## src/rtl/mem_readback_pkg.sv

```systemverilog
// rtl/mem_readback_pkg.sv - shared types and constants for the memory read-back engine
package mem_readback_pkg;

    localparam int RB_DATA_W  = 32;
    localparam int RB_CNT_W   = 11;
    localparam int WORD_SHIFT = 2;

    typedef enum logic [1:0] {
        ST_IDLE,
        ST_READ,
        ST_DRAIN,
        ST_DONE
    } rb_state_t;

    typedef struct packed {
        logic [RB_DATA_W-1:0] data;
        logic [RB_CNT_W-1:0]  index;
        logic                 last;
    } rb_entry_t;

endpackage

```

## src/rtl/readback_fifo.sv

```systemverilog
// rtl/readback_fifo.sv - synchronous show-ahead FIFO with exported occupancy count
module readback_fifo #(
    parameter int WIDTH = 8,
    parameter int DEPTH = 4
) (
    input  logic                     clk,
    input  logic                     rst,
    input  logic                     push,
    input  logic [WIDTH-1:0]         wr_data,
    input  logic                     pop,
    output logic [WIDTH-1:0]         rd_data,
    output logic                     valid,
    output logic [$clog2(DEPTH):0]   count
);

    localparam int AW = $clog2(DEPTH);
    localparam int CW = AW + 1;

    logic [WIDTH-1:0] mem [DEPTH];
    logic [AW-1:0]    wr_ptr;
    logic [AW-1:0]    rd_ptr;
    logic             full;
    logic             do_push;
    logic             do_pop;

    assign full    = (count == CW'(DEPTH));
    assign valid   = (count != '0);
    assign do_pop  = pop && valid;
    // A push into a full FIFO is accepted when the head leaves in the same cycle.
    assign do_push = push && (!full || do_pop);
    assign rd_data = mem[rd_ptr];

    always_ff @(posedge clk) begin
        if (do_push) begin
            mem[wr_ptr] <= wr_data;
        end
    end

    always_ff @(posedge clk) begin
        if (rst) begin
            wr_ptr <= '0;
            rd_ptr <= '0;
            count  <= '0;
        end else begin
            if (do_push) begin
                wr_ptr <= wr_ptr + AW'(1);
            end
            if (do_pop) begin
                rd_ptr <= rd_ptr + AW'(1);
            end
            if (do_push && !do_pop) begin
                count <= count + CW'(1);
            end else if (!do_push && do_pop) begin
                count <= count - CW'(1);
            end
        end
    end

endmodule

```

## src/rtl/mem_readback.sv

```systemverilog
// rtl/mem_readback.sv - walks a word range on the external memory port and streams the words out
module mem_readback
    import mem_readback_pkg::*;
#(
    parameter int DATA_W     = RB_DATA_W,
    parameter int ADDR_W     = 32,
    parameter int CNT_W      = RB_CNT_W,
    parameter int FIFO_DEPTH = 4
) (
    input  logic              clk,
    input  logic              rst,
    input  logic              start,
    input  logic [CNT_W-1:0]  base_word,
    input  logic [CNT_W-1:0]  word_count,
    output logic              busy,
    output logic              done,
    output logic [ADDR_W-1:0] addr_ext,
    output logic              ren_ext,
    input  logic [DATA_W-1:0] rdata_ext,
    output logic              out_valid,
    input  logic              out_ready,
    output logic [DATA_W-1:0] out_data,
    output logic [CNT_W-1:0]  out_index,
    output logic              out_last
);

    localparam int CW = $clog2(FIFO_DEPTH) + 1;

    rb_state_t        state_q, state_d;
    logic [CNT_W-1:0] rd_idx_q;
    logic [CNT_W-1:0] rd_left_q, rd_left_d;
    logic [CNT_W-1:0] idx_q;
    logic [CNT_W-1:0] last_idx_q;
    logic             ren_q;
    logic [ADDR_W-1:0] addr_q;

    logic             issue;
    logic             load;
    logic [CNT_W-1:0] issue_idx;
    logic             has_credit;

    rb_entry_t        push_entry;
    rb_entry_t        head;
    logic             fifo_valid;
    logic [CW-1:0]    fifo_count;

    // The read issued this cycle lands in the FIFO at the next edge, so it counts as a used slot.
    assign has_credit = (fifo_count + CW'(ren_q)) < CW'(FIFO_DEPTH);

    always_comb begin
        state_d   = state_q;
        issue     = 1'b0;
        load      = 1'b0;
        issue_idx = rd_idx_q;
        rd_left_d = rd_left_q;
        case (state_q)
            ST_IDLE: begin
                if (start) begin
                    load = 1'b1;
                    if (word_count == '0) begin
                        state_d = ST_DONE;
                    end else begin
                        issue     = 1'b1;
                        issue_idx = base_word;
                        rd_left_d = word_count - CNT_W'(1);
                        state_d   = ST_READ;
                    end
                end
            end
            ST_READ: begin
                if (rd_left_q == '0) begin
                    state_d = ST_DRAIN;
                end else if (has_credit) begin
                    issue     = 1'b1;
                    rd_left_d = rd_left_q - CNT_W'(1);
                    if (rd_left_q == CNT_W'(1)) begin
                        state_d = ST_DRAIN;
                    end
                end
            end
            ST_DRAIN: begin
                if (fifo_count == '0 && !ren_q) begin
                    state_d = ST_DONE;
                end
            end
            ST_DONE: begin
                state_d = ST_IDLE;
            end
            default: begin
                state_d = ST_IDLE;
            end
        endcase
    end

    always_ff @(posedge clk) begin
        if (rst) begin
            state_q    <= ST_IDLE;
            rd_idx_q   <= '0;
            rd_left_q  <= '0;
            idx_q      <= '0;
            last_idx_q <= '0;
            ren_q      <= 1'b0;
            addr_q     <= '0;
        end else begin
            state_q   <= state_d;
            rd_left_q <= rd_left_d;
            ren_q     <= issue;
            if (issue) begin
                addr_q   <= ADDR_W'(issue_idx) << WORD_SHIFT;
                idx_q    <= issue_idx;
                rd_idx_q <= issue_idx + CNT_W'(1);
            end
            if (load) begin
                last_idx_q <= base_word + word_count - CNT_W'(1);
            end
        end
    end

    always_comb begin
        push_entry       = '0;
        push_entry.data  = rdata_ext;
        push_entry.index = idx_q;
        push_entry.last  = (idx_q == last_idx_q);
    end

    readback_fifo #(
        .WIDTH ($bits(rb_entry_t)),
        .DEPTH (FIFO_DEPTH)
    ) u_fifo (
        .clk     (clk),
        .rst     (rst),
        .push    (ren_q),
        .wr_data (push_entry),
        .pop     (out_ready),
        .rd_data (head),
        .valid   (fifo_valid),
        .count   (fifo_count)
    );

    assign busy      = (state_q == ST_READ) || (state_q == ST_DRAIN);
    assign done      = (state_q == ST_DONE);
    assign ren_ext   = ren_q;
    assign addr_ext  = addr_q;
    // Head fields are gated so an empty FIFO presents all-zero outputs.
    assign out_valid = fifo_valid;
    assign out_data  = fifo_valid ? head.data  : '0;
    assign out_index = fifo_valid ? head.index : '0;
    assign out_last  = fifo_valid ? head.last  : 1'b0;

endmodule

```

## config.mk

```make
export PLATFORM = sky130hd
export DESIGN_NAME = mem_readback
export DESIGN_NICKNAME = d
export VERILOG_FILES = /design/src/rtl/mem_readback_pkg.sv /design/src/rtl/readback_fifo.sv /design/src/rtl/mem_readback.sv
export SDC_FILE = /design/constraint.sdc
export NUM_CORES = 1
export LEC_CHECK = 0
export ABC_AREA = 1
export CAP_MARGIN = 20
export CORE_MARGIN = 4
export CORE_UTILIZATION = 60
export CTS_CLUSTER_DIAMETER = 50
export CTS_CLUSTER_SIZE = 16
export DETAILED_ROUTE_END_ITERATION = 10
export GPL_TIMING_DRIVEN = 0
export PLACE_DENSITY = 0.86
export SLEW_MARGIN = 20
export SYNTH_ARGS = -nofsm -noshare
export SYNTH_HDL_FRONTEND = slang
export SYNTH_SLANG_ARGS = --single-unit
```

## constraint.sdc

```tcl
create_clock -name clk -period 5.4 [get_ports clk]
set_input_delay 0.54 -clock clk [delete_from_list [all_inputs] [get_ports clk]]
set_output_delay 0.54 -clock clk [all_outputs]
set_load 0.005 [all_outputs]
```

* Word level (Yosys, flattened, before mapping)
Memories as Yosys holds them, arrays and structs flattened. A register that Yosys moved wholly into a read port is not among the register bits.
Index checks and enable logic that the tools add are counted.
** Storage, ports and cells
- Register bits :: 54
- Memory bits (writable) :: 176
- Input bits :: 58
- Output and inout port bits :: 80
- Logic and storage cells :: 85
- Memories :: 1
** Cells by class
- $add $sub $neg :: 10
- $lt $le $gt $ge :: 1
- Eq/ne operators :: 13
- Multiplexer cells :: 31
- Reduce and logical (&&, ||, !) cells :: 20
** Memory list
- u_fifo.mem :: depth 4, bits a word 44, read ports 1, clocked after memory_dff 1, wr ports 1, line readback_fifo.sv:19 : logic [WIDTH-1:0] mem [DEPTH];
** Operators with widths (count)
- 11-bit 2-to-1 mux :: 8
- 11-bit by 1-bit subtractor with 11-bit output, second input constant :: 3
- 32-bit 2-to-1 mux :: 1
- 11-bit zero test :: 2
- 11-bit one-hot mux with 2 select lines :: 1
- 2-bit 2-to-1 mux :: 8
- 11-bit by 1-bit adder with 11-bit output, second input constant :: 1
- 11-bit adder :: 1
- 11-bit by 1-bit equality test with 1-bit output, second input constant :: 1
- 11-bit equality test :: 1
- 2-bit inequality test, second input constant :: 5
- 1-bit 2-to-1 mux :: 9
- 2-bit one-hot mux with 4 select lines :: 1
- 3-bit 2-to-1 mux :: 2
- 3-bit inequality test, second input constant :: 2
- 1-bit logical AND :: 5
- 5-bit AND reduction :: 1
- 2-bit by 1-bit adder with 2-bit output, second input constant :: 2
- 2-bit equality test, second input constant :: 2
- 1-bit zero test :: 4
- 4-bit AND reduction :: 1
- 2-bit nonzero test :: 2
- 3-bit by 1-bit adder with 3-bit output :: 1
- 3-bit by 1-bit adder with 3-bit output, second input constant :: 1
- 9 further kinds :: 10

* Depth between registers and ports, before layout
Gate-level depths: netlist of run 1.
- Word-level depth :: 8
- Gate-level depth with buffers :: 16
- Gate-level depth less buffers :: 16

* Hierarchy
From an unflattened synthesis of run 1, not the netlist that was laid out.
** Unflattened totals
- Cell total of the unflattened synthesis :: 1142
- Area total of the unflattened synthesis :: 11242.0 µm²
** Modules (own cells, without submodules)
- readback_fifo :: instances 1, cells each 495, area each 7095.6 µm², sequential area each 5465.2 µm²
- mem_readback :: instances 1, cells each 647, area each 4146.5 µm², sequential area each 940.9 µm²

* Worst setup path after synthesis of run 1
No wires, ideal clock.
- Path type :: input to register
- From :: in out_ready
- To :: mem u_fifo.mem[0][0] (netlist name), enable pin
- Setup time :: 0.445 ns
- Data arrival time :: 2.750 ns
- Data required time :: 4.955 ns
- Slack :: 2.205 ns
- Cell stages on the path :: 5
- Cell sequence :: inv_1 -> nand3_1 -> and2_1 -> inv_1 -> nor2_1
** Between the ends
- Word-level cells in the longest chain between the ends :: 5
** Ends and longest elaborated chain
- start: declaration :: line mem_readback.sv:21 : input logic out_ready,
- 1-bit logical AND :: line readback_fifo.sv:28 : assign do_pop = pop && valid;
- 1-bit logical OR :: line readback_fifo.sv:30 : assign do_push = push && (!full || do_pop);
- 1-bit logical AND :: line readback_fifo.sv:30
- via u_fifo.do_push :: line readback_fifo.sv:23 : logic do_push;
- 1-bit 2-to-1 mux :: line readback_fifo.sv:34 : if (do_push) begin
- 1-bit 2-to-1 mux (implied by the code) :: line readback_fifo.sv:35 : mem[wr_ptr] <= wr_data;
- end: declaration :: line readback_fifo.sv:19
The timed path passes the listed nets, and every way through them passes these cells.

==> run metrics, run 1 <==
reg2reg start state_q[0]$_SDFFE_PP0P_; Worst-Skew Late Latency 0.49 ns; Power Density a little under 500 nW/um^2; placed cell areas 12700 sq um; RSZ-0062 raised after global routing no; Finished Cell Area ~13000 sq um; vias in the first global route ~8200; Worst Path Required 4.86 ns; final setup vio count 0; drc violations 0; Reg clk slew, reported paths ~0.06 ns; Worst Tran Pin Value approximately 0.73 ns; die area about 21000 sq um; MaxCap Viol Count 0; TritonCTS Sinks around 230; Rel. slew slack roughly half; chip height 144 um; area delta synth->final 20.7%; Worst Path Arrival 2.99 ns; first-pass GRT wire length about 40 mm; CORE AREA between 15000 and 20000 sq um; Synth cell types 47; CTS tree yes; Pwr Total roughly 6.5 mW; Die W 144 um; io pins about 140; initial DRC count roughly 670; Avg Synthesized Cell Area 9.68 sq um; Tcrit/Tclk final 65.4%; share of cells above drive strength 1 9.69%; Clock Skew ~0.016 ns; Final #Nets approximately 1400; antenna violations before repair 0; Synth Warn # 0; register area share after synthesis 58.1%; top_reg_cell synth edfxtp_1; row count 49; Yosys reg bits approximately 230; min-delay worst type flop to flop; Total Routed Length 25.5 mm; number of port buffers ~120; CP Capture Type output port; setup slack, reg-to-reg between 2 and 3 ns; asr flop ratio synth 0%; Reg2Reg Capture Point rd_idx_q[6]$_SDFFE_PP0P_; Hold Violations, Final 0; Setup Crit Path Kind flop to output port; status finished, final reports clean; Root Buffer clkbuf_16; setup_tns 0 ns; Synth Instances approximately 1100; WHS Path Cells 2; TritonRoute pass-1 iters 6; CP Max Fanout 10; Worst Min Path Start rd_left_q[10]$_SDFFE_PP0P_; dpl hpwl about 17 mm; hold endpoint rd_left_q[10]$_SDFFE_PP0P_; antenna-violating nets left 0; Final Max Slew Viols 0; TritonCTS buffer count 20; WL/cell between 15 and 20 um; Post-synth EDFFs roughly 180; total congestion overflow 0; Longest Clk Path Bufs 3; routability cong. a little over 0.9; Pleak just over 5 nW; maximum vdd ir drop ~360 uV; CP Launch Type flop; Post-CTS Setup Repair Bufs 0; CTS-repair resized insts 0; pin count of the biggest net entering global routing 25; Mapped Area approximately 11000 sq um; Global Route Usage Sum 24.4%; Tmin final 3.53 ns; Max Fclk approximately 0.28 GHz; Hold Buf Count CTS 0; total number of vias around 8400; htree depth 1; vias per cell between 5 and 6; Initial Util about three fifths; worst-case reg-to-reg path depth 15
==> placed cells by master, fill, tap and decap left out, types with 10 or more instances in the layout <==
master / Yosys / routed
xnor2_1: 10 / 10
o21ai_0: 133 / 133
inv_2: 12 / 12
nand2_1: 90 / 90
nand2_2: 10 / 10
dfxtp_1: 56 / 56
nand3_1: 41 / 41
ha_1: 33 / 33
conb_1: 1 / 21
clkbuf_16: 0 / 21
clkbuf_1: 37 / 38
nor2_1: 243 / 239
xor2_1: 12 / 12
clkdlybuf4s50_1: 0 / 116
inv_1: 91 / 91
edfxtp_1: 176 / 176
a21oi_1: 81 / 81
buf_4: 34 / 34
==> per-layer routing <==
metal  vias to the layer above  routed length [um]  global-route usage [%]
met4                         0                 591                    6.99
met2                       361               12900                    43.9
li1                       4122                   -                       -
met5                         -                   0                       0
met1                      3903                9760                    30.8
met3                        58                2180                    3.59
==> synthesized netlist by cell type (2+ instances only) <==
cell type	number	area share [%]
or2_2	2	0.11
inv_2	12	0.41
nor2_2	2	0.11
clkbuf_1	37	1.3
nor3_1	7	0.32
o21ai_0	133	6.0
xor2_1	12	0.95
o21ai_2	2	0.16
o21ai_1	3	0.14
nand2_1	90	3.1
dfxtp_1	56	10
a21oi_1	81	3.7
buf_2	5	0.23
nor2_4	5	0.51
buf_4	34	2.3
nand3_1	41	1.9
o211ai_1	3	0.20
nand2_4	5	0.51
nand2_2	10	0.57
inv_1	91	3.1
fa_1	2	0.36
ha_1	33	3.7
nand3_2	5	0.45
nand4_1	7	0.40
buf_1	2	0.068
a31oi_1	6	0.34
nor2_1	243	8.3
xnor2_1	10	0.79
a211oi_1	6	0.41
edfxtp_1	176	48
==> sequential cells by signal (all words and copies together) (netlist names), named ones only <==
signal / cells
ren_ext: 1
addr_ext: 11
rd_left_q: 11
rd_idx_q: 11
last_idx_q: 11
u_fifo.wr_ptr: 2
state_q: 2
u_fifo.rd_ptr: 2
u_fifo.count: 3
u_fifo.mem: 176
==> worst max-delay path: stages, from the launching register on <==
cell             delay (ns)
dfxtp_1                0.30
buf_2                  0.21
clkbuf_1               0.43
buf_1                  0.47
nor2_1                 0.10
nor2_1                 0.13
o21ai_0                0.12
a21oi_1                0.21
clkdlybuf4s50_1        0.54
==> layout make-up <==
class                      count  area [sq um]
antenna                        1          2.50
buffer                        80           458
clock buffer                  22           529
clock inverter                 8          56.3
fill                        1207          4730
inverter                     105           395
multi-input combinational    741          3860
sequential                   232          6410
tap                          229           287
timing repair buffer         122          1300
==> how the worst max path moves through the flow <==
stage | from | to | slack [ns] | cells past startpoint
4_1_cts | flop | out_index[8] | 1.85 | 7
3_3_place_gp | out_ready | u_fifo.mem[3][41]$_DFFE_PP_ | 0.47 | 6
2_1_floorplan | out_ready | u_fifo.mem[0][0]$_DFFE_PP_ | 2.20 | 5
3_5_place_dp | word_count[1] | last_idx_q[9]$_SDFFE_PP0P_ | 2.29 | 14
5_1_grt | flop | out_data[4] | 1.64 | 7
6_report | flop | out_index[8] | 1.87 | 8
==> kinds of logic (layout without fill, tap and decap cells) <==
group	Yosys count	after routing	synth area share [%]
AO/OA/AOI/OAI	240	240	11.4
AND/OR/NAND/NOR	423	423	16.8
XOR/XNOR	22	22	1.75
flip-flops	232	232	58.1
adder cells (fa/ha/maj)	35	35	4.11
other	1	22	0.0340
buffers and inverters	185	337	7.74
==> report_power, final <==
group / switching [mW] / internal (mW) / total (mW)
sequential: 0.218 / 2.29 / 2.50
combinational: 1.56 / 1.14 / 2.70
clock: 0.610 / 0.708 / 1.32
total: 2.39 / 4.14 / 6.52
==> metrics by stage <==
step / std cells / hold WS (ns) / utilization [%] / worst slack (ns)
4_1_cts: 1539 / 0.469 / 73.8 / 1.85
6_report: 1540 / 0.470 / 73.8 / 1.87
2_1_floorplan: 1158 / 0.436 / - / 2.20
3_5_place_dp: 1509 / 0.461 / 70.5 / 2.29
5_1_grt: 1539 / 0.501 / 73.8 / 1.64
3_3_place_gp: 1503 / 0.451 / 69.6 / 0.473
No activity file was read; power rests on OpenSTA's default activity.
==> inputs of run 2 (changes only) <==
- CORE_UTILIZATION: 60 -> 56
- PLACE_DENSITY: 0.86 -> 0.81
- clock period: 5.4 -> 3.6 ns (I/O delays scaled with it)
==> run metrics, run 2 (same netlist as run 1, synthesis figures left out) <==
status finished, final reports clean; worst-case reg-to-reg path depth 15 (unchanged); area delta synth->final 22.2%; final setup vio count 0 (unchanged); Longest Clk Path Bufs 3 (unchanged); TritonCTS buffer count 21 (+5.0%); number of port buffers 116 (unchanged); Power Density 740 nW/um^2 (+51%); Final #Nets 1397 (+0.14%); CP Capture Type output port; Clock Skew 0.00808 ns (-0.00786 ns); die area 22000 sq um (+6.7%); CTS tree yes; htree depth 1 (unchanged); Worst-Skew Late Latency 0.49 ns (about the same); TritonRoute pass-1 iters 6 (unchanged); CTS-repair resized insts 0 (unchanged); final worst slack 0.192 ns (-1.68 ns); first-pass GRT wire length 41.0 mm (+2.5%); setup slack, reg-to-reg 1.15 ns (-1.81 ns); Initial Util 56.8% (-4.3 points); CORE AREA 19400 sq um (+7.6%); CP Max Fanout 10 (unchanged); Worst Min Path Start u_fifo.rd_ptr[0]$_SDFFE_PP0P_; WL/cell 16.4 um (-0.98%); Hold Violations, Final 0 (unchanged); Worst Path Required 3.24 ns (-1.62 ns); drc violations 0 (unchanged); Rel. slew slack 54.2% (+3.3 points); pin count of the biggest net entering global routing 25 (unchanged); io pins 138 (unchanged); commonest cells after routing, fill and taps aside 239 x nor2_1, 176 x edfxtp_1, 133 x o21ai_0, 116 x clkdlybuf4s50_1, 91 x inv_1; Hold Buf Count CTS 0 (unchanged); Post-CTS Setup Repair Bufs 0 (unchanged); total number of vias 8458 (+0.17%); Tmin final around 3.4 ns; maximum vdd ir drop 435 uV (+21%); Root Buffer clkbuf_16; vias per cell 5.34 (-2.6%); share of cells above drive strength 1 9.94% (+0.24 points); Pleak 5.22 nW (+1.2%); WHS Path Cells 1 (-1); smallest hold slack 0.484 ns (+0.0138 ns); routability cong. 0.927 (+1.9%); Max Fclk between 0.2 and 0.3 GHz; Final Max Slew Viols 0 (unchanged); total congestion overflow 0 (unchanged); antenna-violating nets left 0 (unchanged); vias in the first global route 8240 (+0.62%); Global Route Usage Sum 23.2% (-1.2 points); Die W 148 um (+3.3%); dpl hpwl 18.2 mm (+5.8%); MaxCap Viol Count 0 (unchanged); row count 51 (+4.1%); reg2reg start state_q[0]$_SDFFE_PP0P_; RSZ-0062 raised after global routing no; antenna violations before repair 0 (unchanged); initial DRC count 585 (-12%); Worst Path Arrival 3.05 ns (+0.06 ns); Total Routed Length 25.9 mm (+1.8%); Tcrit/Tclk final between 90% and 100%; Biggest register u_fifo.mem; Setup Crit Path Kind flop to output port; chip height 148 um (+3.3%); min-delay worst type flop to flop; max FFs per register 176 (unchanged); Reg clk slew, reported paths 0.07 ns (about the same); Worst Tran Pin Value 0.685 ns (-0.0501 ns); # fillers 1411 (+17%); ANT cells 0 (-1); TritonCTS Sinks 232 (unchanged); Reg2Reg Capture Point rd_idx_q[6]$_SDFFE_PP0P_; hold endpoint u_fifo.rd_ptr[0]$_SDFFE_PP0P_; worst slack, placed 0.662 ns (-1.62 ns); CP Launch Type flop; commonest non-fill, non-tap cell in the layout nor2_1
-- run 2: layout make-up --
cell class | count | area, sq um | share of cell area, %
sequential | 232 | 6410 | 47.6
clock buffer | 29 | 576 | 4.27
multi-input combinational | 741 | 3860 | 28.7
buffer | 80 | 458 | 3.40
clock inverter | 8 | 86.3 | 0.641
inverter | 105 | 395 | 2.94
tap | 265 | 332 | 2.46
timing repair buffer | 123 | 1350 | 10.0
-- run 2: worst max-delay path, cell delays in order (launching register included) --
cell	delay, ns
dfxtp_1	0.31
buf_2	0.23
clkbuf_1	0.48
clkbuf_1	0.49
nor2_1	0.10
nor2_1	0.11
o21ai_0	0.11
a21oi_1	0.20
clkdlybuf4s50_1	0.53
-- run 2: how the worst max path moves through the flow --
| stage | from | end | slack [ns] | depth (start not counted) |
|---|---|---|---|---|
| after floorplan | u_fifo.count[0]$_SDFFE_PP0P_ | u_fifo.mem[0][0]$_DFFE_PP_ | 0.50 | 5 |
| after global placement | out_ready | u_fifo.mem[3][9]$_DFFE_PP_ | -1.21 | 6 |
| after detailed placement | flop | out_index[4] | 0.66 | 8 |
| after CTS | flop | out_index[4] | 0.16 | 8 |
| after global routing | flop | out_index[2] | 0.01 | 8 |
| final | flop | out_data[22] | 0.19 | 8 |
-- run 2: per-stage QoR --
step | instances | power, mW | utilization (%) | TNS [ns] | instance area, sq um
floorplan | 1158 | 6.07 | - | 0 | 11100
global placement | 1539 | 7.61 | 64.9 | -203.48 | 12600
detailed placement | 1546 | 7.82 | 66.0 | 0 | 12800
CTS | 1583 | 9.99 | 69.4 | 0 | 13500
global route | 1583 | 10.6 | 69.4 | 0 | 13500
finish | 1583 | 9.97 | 69.4 | 0 | 13500
-- run 2: where the power goes --
group / leakage (nW) / internal (mW) / switching (mW)
Sequential: 2.07 / 3.43 / 0.331
Clock: 0.326 / 1.21 / 0.944
Combinational: 2.83 / 1.72 / 2.33
-- run 2: layer usage --
layer	global-route usage, %	up-vias	share of wire, %
met5	0	-	0
met4	6.24	0	2.0
met3	2.83	39	7.0
met2	40.6	344	50
met1	30.9	3945	41
li1	-	4130	-
